**config.mk**
```make
export PLATFORM = sky130hd
export DESIGN_NAME = fifo_burst_reader
export DESIGN_NICKNAME = d
export VERILOG_FILES = /design/src/rtl/fifo_rd_pkg.sv /design/src/rtl/stream_skid_buf.sv /design/src/rtl/fifo_burst_reader.sv
export SDC_FILE = /design/constraint.sdc
export NUM_CORES = 1
export LEC_CHECK = 0
export BUFFER_PORTS_ARGS = -buffer_cell sky130_fd_sc_hd__buf_4
export CORE_UTILIZATION = 34
export DETAILED_ROUTE_END_ITERATION = 6
export GPL_ROUTABILITY_DRIVEN = 0
export GPL_TIMING_DRIVEN = 0
export MAX_ROUTING_LAYER = met4
export PLACE_DENSITY = 0.54
export SLEW_MARGIN = 10
export SYNTH_ARGS = -nofsm -noshare
export SYNTH_HDL_FRONTEND = slang
export SYNTH_SLANG_ARGS = --single-unit
```
**constraint.sdc**
```tcl
create_clock -name clk_i -period 9.7 [get_ports clk_i]
set_clock_uncertainty 0.15 [all_clocks]
set_input_delay 0.485 -clock clk_i [delete_from_list [all_inputs] [get_ports clk_i]]
set_output_delay 0.485 -clock clk_i [all_outputs]
set_load 0.01 [all_outputs]
```
**src/rtl/fifo_rd_pkg.sv**
```systemverilog
// Shared types for the showahead-FIFO burst reader.
// State encoding and skid buffer depth.
package fifo_rd_pkg;

  typedef enum logic [1:0] {
    IDLE  = 2'd0,
    BURST = 2'd1,
    FLUSH = 2'd2
  } rd_state_e;

  localparam int SKID_DEPTH = 2;

endpackage

```
**src/rtl/stream_skid_buf.sv**
```systemverilog
// Two-entry register FIFO driving a valid/ready stream.
// Head entry is always mem0; payload is held stable while stalled.
module stream_skid_buf
  import fifo_rd_pkg::*;
#(
  parameter int WIDTH = 34
) (
  input  logic             clk_i,
  input  logic             arstn_i,
  input  logic             wr_en,
  input  logic [WIDTH-1:0] wr_data,
  output logic [1:0]       count,
  output logic [WIDTH-1:0] out_data,
  output logic             out_valid,
  input  logic             out_ready
);

  logic [WIDTH-1:0] mem0;
  logic [WIDTH-1:0] mem1;
  logic             rd;
  logic [1:0]       wr_pos;

  assign out_valid = (count != 2'd0);
  assign out_data  = mem0;
  assign rd        = out_valid && out_ready;
  assign wr_pos    = rd ? count - 2'd1 : count;

  always_ff @(posedge clk_i or negedge arstn_i) begin
    if (!arstn_i) begin
      mem0  <= '0;
      mem1  <= '0;
      count <= 2'd0;
    end else begin
      if (rd) mem0 <= mem1;
      // A write lands after the shift, so it may refill the head slot.
      if (wr_en) begin
        if (wr_pos == 2'd0) mem0 <= wr_data;
        else                mem1 <= wr_data;
      end
      count <= count + {1'b0, wr_en} - {1'b0, rd};
    end
  end

endmodule

```
**src/rtl/fifo_burst_reader.sv**
```systemverilog
// Drains a showahead FIFO as framed sop/eop bursts.
// Full bursts wait for BURST_LEN words; flush drains a remainder.
module fifo_burst_reader
  import fifo_rd_pkg::*;
#(
  parameter int DWIDTH    = 32,
  parameter int AWIDTH    = 4,
  parameter int BURST_LEN = 4
) (
  input  logic              clk_i,
  input  logic              arstn_i,
  input  logic [DWIDTH-1:0] fifo_q_i,
  input  logic              fifo_empty_i,
  input  logic [AWIDTH:0]   fifo_usedw_i,
  output logic              fifo_rdreq_o,
  input  logic              flush_i,
  output logic [DWIDTH-1:0] src_data_o,
  output logic              src_valid_o,
  input  logic              src_ready_i,
  output logic              src_sop_o,
  output logic              src_eop_o,
  output logic              busy_o
);

  localparam int PW = DWIDTH + 2;
  localparam logic [AWIDTH:0] BL = (AWIDTH+1)'(BURST_LEN);

  if (BURST_LEN < 1 || BURST_LEN > (1 << AWIDTH)) begin : g_bad_len
    $error("BURST_LEN must be in 1..2**AWIDTH");
  end

  rd_state_e       state;
  logic [AWIDTH:0] beat;
  logic [AWIDTH:0] len;
  logic            flush_pend;
  logic [1:0]      skid_cnt;
  logic            pop;
  logic            sop;
  logic            last;
  logic [PW-1:0]   head;

  // Pop depends only on registered state, never on src_ready_i.
  assign pop = (state != IDLE) && !fifo_empty_i
             && (skid_cnt < 2'(SKID_DEPTH));
  assign sop  = (beat == '0);
  assign last = (beat == len - 1'b1);

  assign fifo_rdreq_o = pop;
  assign busy_o = (state != IDLE) || (skid_cnt != 2'd0);

  always_ff @(posedge clk_i or negedge arstn_i) begin
    if (!arstn_i) begin
      state      <= IDLE;
      beat       <= '0;
      len        <= '0;
      flush_pend <= 1'b0;
    end else begin
      unique case (state)
        IDLE: begin
          beat <= '0;
          if (fifo_usedw_i >= BL) begin
            state <= BURST;
            len   <= BL;
          end else if (flush_pend && fifo_usedw_i != '0) begin
            state <= FLUSH;
            len   <= fifo_usedw_i;
          end else if (flush_pend) begin
            flush_pend <= 1'b0;
          end
        end
        BURST, FLUSH: begin
          if (pop) begin
            if (last) begin
              state <= IDLE;
              beat  <= '0;
              if (state == FLUSH) flush_pend <= 1'b0;
            end else begin
              beat <= beat + 1'b1;
            end
          end
        end
        default: state <= IDLE;
      endcase
      // A new request outranks a same-cycle clear.
      if (flush_i) flush_pend <= 1'b1;
    end
  end

  stream_skid_buf #(
    .WIDTH(PW)
  ) u_skid (
    .clk_i    (clk_i),
    .arstn_i  (arstn_i),
    .wr_en    (pop),
    .wr_data  ({fifo_q_i, sop, last}),
    .count    (skid_cnt),
    .out_data (head),
    .out_valid(src_valid_o),
    .out_ready(src_ready_i)
  );

  assign src_data_o = head[PW-1:2];
  assign src_sop_o  = head[1];
  assign src_eop_o  = head[0];

endmodule
```
# ---- Word level (Yosys, flattened, before mapping)
# Cells that the tools add are included.
dict set report totals {
  in_bits 42
  regBits 83
  out_inout_bits 37
  wordCells 68
}
dict set report op_classes {
  n_reduce_logical 21
  n_addsub 5
  order_cmp 2
  bitwise_logic 1
  muxes 21
  eq_ne 11
}
# operator count
set op_table {}
lappend op_table {{$mux W34} 3}
lappend op_table {{$mux W5} 4}
lappend op_table {{$ne A3 B3 Y1 const B} 5}
lappend op_table {{$mux W2} 5}
lappend op_table {{$pmux W5 S2} 1}
lappend op_table {{$reduce_bool A2 Y1} 4}
lappend op_table {{$mux W1} 6}
lappend op_table {{$reduce_and A2 Y1} 3}
lappend op_table {{$reduce_and A6 Y1} 1}
lappend op_table {{$add A5 B1 Y5 const B} 1}
lappend op_table {{$eq A5 B5 Y1} 1}
lappend op_table {{$ge A5 B3 Y1 const B} 1}
lappend op_table {{$logic_not A5 Y1} 1}
lappend op_table {{$reduce_bool A5 Y1} 1}
lappend op_table {{$sub A5 B1 Y5 const B} 1}
lappend op_table {{$logic_and A1 B1 Y1} 4}
lappend op_table {{$logic_not A2 Y1} 2}
lappend op_table {{$pmux W2 S2} 1}
lappend op_table {{$ne A3 B2 Y1 const B} 1}
lappend op_table {{$reduce_and A3 Y1} 1}
lappend op_table {{$reduce_bool A3 Y1} 1}
lappend op_table {{$add A2 B1 Y2} 1}
lappend op_table {{$eq A2 B1 Y1 const B} 1}
lappend op_table {{$eq A2 B2 Y1 const B} 1}
lappend op_table {{other kinds (10)} 10}

# ---- Depth between registers and ports, before layout
# Gate-level depths: netlist of run 1.
dict set report depth {
  depth_word 6
  ltp_mapped 10
  depth_no_buf 8
}

# ---- Cells and area by module
# A second synthesis of run 1 with hierarchy kept.
dict set report hier_totals {
  hier_cells 286
  hier_area_um2 4050.1
}
# module n_inst area_each_um2 seq_area_each_um2 cells_each
set by_module_without_submodules {}
lappend by_module_without_submodules {stream_skid_buf 1 3206.8 1751.7 196}
lappend by_module_without_submodules {fifo_burst_reader 1 843.3 325.3 90}

# ---- Worst setup path before layout of run 1
# OpenSTA, ideal clock, no wires.
dict set report synth_timing {
  path_type {reg-to-reg}
  from {reg u_skid.count[1]}
  to {reg u_skid.mem1[10]}
  stages_incl_launch_ff 10
  slack_ns 6.599
  period_less_slack_ns 3.101
  setup_ns 0.125
  required_ns 9.425
  path_buffers 3
  t_arrival_ns 2.826
  cell_sequence {dfrtp_1 -> inv_1 -> ha_1 -> nor2b_1 -> buf_4 -> buf_1 -> ha_1 -> a2111oi_4 -> buf_6 -> mux2_2}
}
dict set report synth_via {
  elab_chain_len 6
  word_cells_on_any_way 9
  cone_classes {add/sub (1); order compare (1); mux (1); bitwise (1); reduce/logical (5)}
}
# item line_no
set synth_rtl {}
lappend synth_rtl {{from (decl)} stream_skid_buf.sv:12} ;# output logic [1:0] count,
lappend synth_rtl {{from (signal assigned)} stream_skid_buf.sv:40} ;# count <= count + {1'b0, wr_en} - {1'b0, rd};
lappend synth_rtl {{branches (longest 5 deep; another with $sub A2 B1 Y2)} n/a}
lappend synth_rtl {{$reduce_and A2 Y1 (no source line) *} n/a}
lappend synth_rtl {{to (signal assigned)} stream_skid_buf.sv:38} ;# else mem1 <= wr_data;
lappend synth_rtl {{to (decl)} stream_skid_buf.sv:19} ;# logic [WIDTH-1:0] mem1;
# Every way passes the cells marked *.
# A chain may end at the register's enable or synchronous reset.

# ---- Final worst setup path of run 1
dict set report layout_timing {
  from {reg u_skid.count[1]}
  to {reg u_skid.mem1[17]}
}
# The elaborated chain is that of the path after synthesis.

==> impl_metrics.toml, run 1 <==
[run_status]
status = "completed"

[timing]
worst_slack_ns = 6.06
setup_viol = 0
fmax_ghz = 0.275
slew_viol_final = 0
setup-tns-final_ns = 0
whs_ns = 0.172
fin_crit_ns = 3.64
worst_pin_slew_ns = 1.07
finalHoldViolations = 0
fin_crit_sh_pct = 37.5
rsz0062_at_grt = "no"
relSlewSlack_pct = 28.6

[placement]
dpl.hpwl_um = 5980
portBuffers = 78
dp.cells = 555
place_ws_ns = 6.03
placed_area_mm2 = 0.00461

[floorplanning]
start_util_pct = 35.2
dieArea_mm2 = 0.0118
io_pins = 79
dieHeight_um = 108
core_area_mm2 = 0.0109
die_w_um = 108
rows = 38

[worst_setup_path]
path_cells = "inv_1, ha_1, nor2b_1, buf_4, buf_1, ha_1, a2111oi_4, buf_6, mux2_2"
cpMaxStageDelayCell = "a2111oi_4"
required_ns = 9.77
cp-start-kind = "flop"
path_buf_inv = 4
critical-path-top-delay-family = "buffers and inverters"
worstSetupEndpointType = "flop"
cp.arrival_ns = 3.71
slowest_delay_ns = 0.67
r2r_setup_slack_ns = 6.06
crit_path_max_fanout = 10
cpMostUsedCell = "ha_1"
worstSetupPathType = "flop to flop"

[clock_network]
cts_tree = "built"
cts.path.max_buffers = 2
clk_pin_slew_ns = 0.06
cts_setup_buffers = 0
cts_root_buf = "clkbuf_16"
ctsHoldBuffers = 0
cts.repair.resized = 0
h-tree-depth = 3
cts.sinks = 83
numCtsBuffers = 9
insertion_delay_ns = 0.33

[drt]
vias = 2770
drt-initial-drc-count = 115
routed_wl_um = 8640
remaining_drc_errors = 0
wire_per_inst_um = 15.1
firstDrtPassIters = 4
ant_nets = 0
via_per_inst = 4.85

[global_route]
gr-total-overflow = 0
track_usage_pct = 16.1
antenna_found_initial = 0
grt_first_pass_wirelength_um = 14000
grt_pass1_vias = 2864
grt_max_degree = 84

[synthesis]
synthCells = 337
synth_fp_nets = 387
synthAdderAreaFrac_pct = 2.60
synth-edff-count = 0
yosysUniqueCellTypes = 42
yosys.area.top_type = "dfrtp_1"
yosysMostFrequentCell = "dfrtp_1"
avgSynthCellArea_um2 = 11.4
synth_xor_area_share_pct = 1.82
synthArstFlopShare_pct = 100
synth.top_cell.area_share_pct = 53.9
yosys.area_share.simple_pct = 7.99
synthMuxAreaShare_pct = 18.8
synth_top_family_by_area = "multiplexers"
synth_top_cells_by_count = "dfrtp_1, a21oi_1, nor2_1"
syn_area_mm2 = 0.00385
yosys_warnings = 0
synth_compound_area_share_pct = 10.7
ys.flop_type = "dfrtp_1"
yosysSeqAreaShare_pct = 53.9
synth_area_leaders = "dfrtp_1, mux2_2, mux2i_1, a21oi_1, nor2_1"
ys_seq_elements = 83

[power_and_ir_drop]
ir_drop_uv = 135
p_leak_nw = 2.25
p_per_area_mw_per_mm2 = 326

[layout]
syn2layout_area_growth_pct = 27.6
diodes = 0
final_cell_area_mm2 = 0.00492
final_cells = 571
drive_gt1_share_pct = 32.5
nets = 476

[run]
maxCapViolCount = 0

[worst_hold_path]
min_path_type = "input pin to async pin"
## final timing paths
path,start,to,depth (start not counted)
setup / recovery,u_skid.count[1]$_DFF_PN0_,u_skid.mem1[17]$_DFFE_PN0P_,9
hold / removal,arstn_i,u_skid.mem1[8]$_DFFE_PN0P_,1
setup reg to reg,u_skid.count[1]$_DFF_PN0_,u_skid.mem1[17]$_DFFE_PN0P_,9
hold reg to reg,u_skid.mem1[6]$_DFFE_PN0P_,u_skid.mem1[6]$_DFFE_PN0P_,1
max in group asynchronous,arstn_i,beat[0]$_DFFE_PN0P_,1
min in group clk_i,flush_i,flush_pend$_DFFE_PN0P_,3
## metrics by stage
step | utilization, % | total power [mW]
floorplan | - | 1.02
global placement | 42.2 | 1.25
detailed placement | 42.2 | 1.27
CTS | 45.0 | 1.62
global route | 45.0 | 1.72
finish | 45.0 | 1.60
## sequential cells by signal (all words and copies together), names as in the netlist
| signal | flops |
|---|---|
| u_skid.out_data | 34 |
| state | 2 |
| u_skid.mem1 | 34 |
| len | 5 |
| u_skid.count | 2 |
| beat | 5 |
| flush_pend | 1 |
## cells by family after synthesis
| family | Yosys count |
|---|---|
| XOR/XNOR | 8 |
| buffers and inverters | 34 |
| flip-flops | 83 |
| multiplexers | 68 |
| AO/OA/AOI/OAI | 66 |
| adder cells (fa/ha/maj) | 8 |
| AND/OR/NAND/NOR | 70 |
## power breakdown
| part | total [mW] | switching [mW] | internal, mW |
|---|---|---|---|
| logic | 0.654 | 0.314 | 0.339 |
| registers | 0.601 | 0.0924 | 0.509 |
| clock network | 0.346 | 0.139 | 0.207 |
| total | 1.60 | 0.545 | 1.06 |
## cell type report
cell class / instances / area [um^2]
clock inverters: 5 / 61.3
plain buffers: 18 / 103
flip-flops and latches: 83 / 2080
repair buffers: 78 / 586
inverters: 16 / 60.1
multi-input cells: 220 / 1610
fillers: 1068 / 6020
well taps: 140 / 175
clock buffers: 11 / 243
## metal layers
metal  track usage (%)  share of wire, %  wire length [um]  vias to the layer above
li1                  -                 -                 -                     1347
met1              20.1                46              3940                     1351
met2              25.3                47              4100                       61
met3              4.76               5.9               508                       11
met4              4.63               1.1                97                        0
met5                 -                 0                 0                        -
## cells in the final DEF (no fill, tap or decap), types with 4 or more instances in the layout
| cell | count |
|---|---|
| mux2i_1 | 33 |
| buf_2 | 4 |
| clkbuf_16 | 9 |
| mux2_2 | 33 |
| xnor2_1 | 5 |
| nor2_1 | 39 |
| ha_1 | 8 |
| buf_4 | 80 |
| a21oi_1 | 39 |
| nand2_1 | 14 |
| inv_1 | 15 |
| clkbuf_1 | 9 |
| nor3_1 | 4 |
| dfrtp_1 | 83 |
| o21ai_0 | 10 |
No activity file was read; power rests on OpenSTA's default activity.
==> inputs of run 2 (changes only) <==
clock period = 3.65 ns   (was 9.7 ns; I/O delays follow)
==> impl_metrics.toml, run 2 (same netlist as run 1, synthesis figures left out) <==
[layout]
nFillCells = 1039
syn2layout_area_growth_pct = 36.6
final_common_cell = "dfrtp_1"
drive_gt1_share_pct = 30.1
diodes = 0
final_cell_area_mm2 = 0.00527
final_cells = 605
layout_common_cells = "dfrtp_1, buf_4, nor2_1, a21oi_1, dlygate4sd3_1"
nets = 510

[worst_setup_path]
crit_path_max_fanout = 19
required_ns = 3.72
cpMostUsedCell = "ha_1"
cp.arrival_ns = 3.17
worstSetupPathType = "flop to flop"
cp-start-kind = "flop"
worstSetupEndpointType = "flop"
slowest_delay_ns = 0.68
path_cells = "inv_1, ha_1, nor2b_1, buf_4, ha_1, a2111oi_4, buf_6, mux2_2"
cpMaxStageDelayCell = "a2111oi_4"

[floorplanning]
dieHeight_um = 108
dieArea_mm2 = 0.0118
start_util_pct = 35.2
io_pins = 79
rows = 38
die_w_um = 108
core_area_mm2 = 0.0109

[timing]
fmax_ghz = 0.322
worst_pin_slew_ns = 1.08
worst_slack_ns = 0.542
fin_crit_sh_pct = 85.1
relSlewSlack_pct = 28.0
finalHoldViolations = 0
rsz0062_at_grt = "no"
setup_viol = 0
whs_ns = 0.00613
fin_crit_ns = 3.11
slew_viol_final = 0

[drt]
remaining_drc_errors = 0
ant_nets = 0
via_per_inst = 4.76
routed_wl_um = 8750
vias = 2882
firstDrtPassIters = 4
wire_per_inst_um = 14.5
drt-initial-drc-count = 129

[global_route]
antenna_found_initial = 0
met3_usage_pct = 3.98
gr-total-overflow = 0
met2_usage_pct = 25.9
track_usage_pct = 16.2
grt.busiest_layer = "met2"
grt_max_degree = 84
grt_first_pass_wirelength_um = 14200
grt_pass1_vias = 2931
gr-usage-met1_pct = 20.3

[placement]
portBuffers = 78
dp.cells = 555
dpl.hpwl_um = 5980
placed_area_mm2 = 0.00461
place_ws_ns = -0.0231

[clock_network]
cts.sinks = 83
numCtsBuffers = 9
insertion_delay_ns = 0.33
h-tree-depth = 3
cts_tree = "built"
cts_setup_buffers = 0
clk_pin_slew_ns = 0.06
cts_root_buf = "clkbuf_16"
cts.path.max_buffers = 2
cts.repair.resized = 0

[power_and_ir_drop]
p_leak_nw = 2.39
p_per_area_mw_per_mm2 = 813
ir_drop_uv = 340

[run]
maxCapViolCount = 0

[worst_hold_path]
min_path_type = "input pin to flop"

[run_status]
status = "completed"
## run 2: path summary, 6_finish.rpt
path / end / from / slack, ns / cells after the start
min in group asynchronous: u_skid.mem1[8]$_DFFE_PN0P_ / arstn_i / 0.40 / 2
max: u_skid.mem1[28]$_DFFE_PN0P_ / u_skid.count[1]$_DFF_PN0_ / 0.54 / 8
max reg2reg: u_skid.mem1[28]$_DFFE_PN0P_ / u_skid.count[1]$_DFF_PN0_ / 0.54 / 8
min: len[0]$_DFFE_PN0P_ / fifo_usedw_i[0] / 0.006 / 3
min reg2reg: u_skid.mem1[6]$_DFFE_PN0P_ / u_skid.mem1[6]$_DFFE_PN0P_ / 0.34 / 1
max in group asynchronous: u_skid.mem1[26]$_DFFE_PN0P_ / arstn_i / 2.21 / 2
## run 2: through the flow
stage,utilization [%],power [mW],setup TNS (ns)
2_1_floorplan,-,2.72,0
3_3_place_gp,42.2,3.33,-0.452
3_5_place_dp,42.2,3.38,-0.489
4_1_cts,48.1,4.34,0
5_1_grt,48.1,4.59,0
6_report,48.1,4.28,0
## run 2: repair_timing
action | in CTS | in global routing
endpoints found under the setup margin | 30 | 0
hold buffers | 35 | 0
endpoints found under the hold margin | 149 | 0
## run 2: layer usage
metal	wire length, um	up-vias
met5	0	-
li1	-	1415
met1	4040	1393
met2	4180	63
met4	97	0
met3	432	11
## run 2: layout make-up
class	count	area, um^2	area share, %
clock inverters	5	61.3	1.16
clock buffers	11	243	4.61
flip-flops and latches	83	2080	39.4
well taps	140	175	3.33
multi-input cells	220	1610	30.7
plain buffers	17	98.8	1.88
repair buffers	113	936	17.8
inverters	16	60.1	1.14
## run 2: report_power, final
| part | internal, mW | leakage (nW) | total (mW) | switching, mW |
|---|---|---|---|---|
| clock | 0.551 | 0.138 | 0.918 | 0.366 |
| sequential | 1.35 | 1.00 | 1.60 | 0.247 |
| combinational | 0.925 | 1.25 | 1.76 | 0.839 |
| total | 2.83 | 2.39 | 4.28 | 1.45 |
## run 2: critical path, delay by kind of cell, from the launching register on
kind | cells | cell delay (ns)
DFF | 1 | 0.45
and+or+nand+nor | 1 | 0.12
adders and majority gates | 2 | 0.57
AOI/OAI and AO/OA | 1 | 0.68
muxes | 1 | 0.34
buffers and inverters | 3 | 0.67
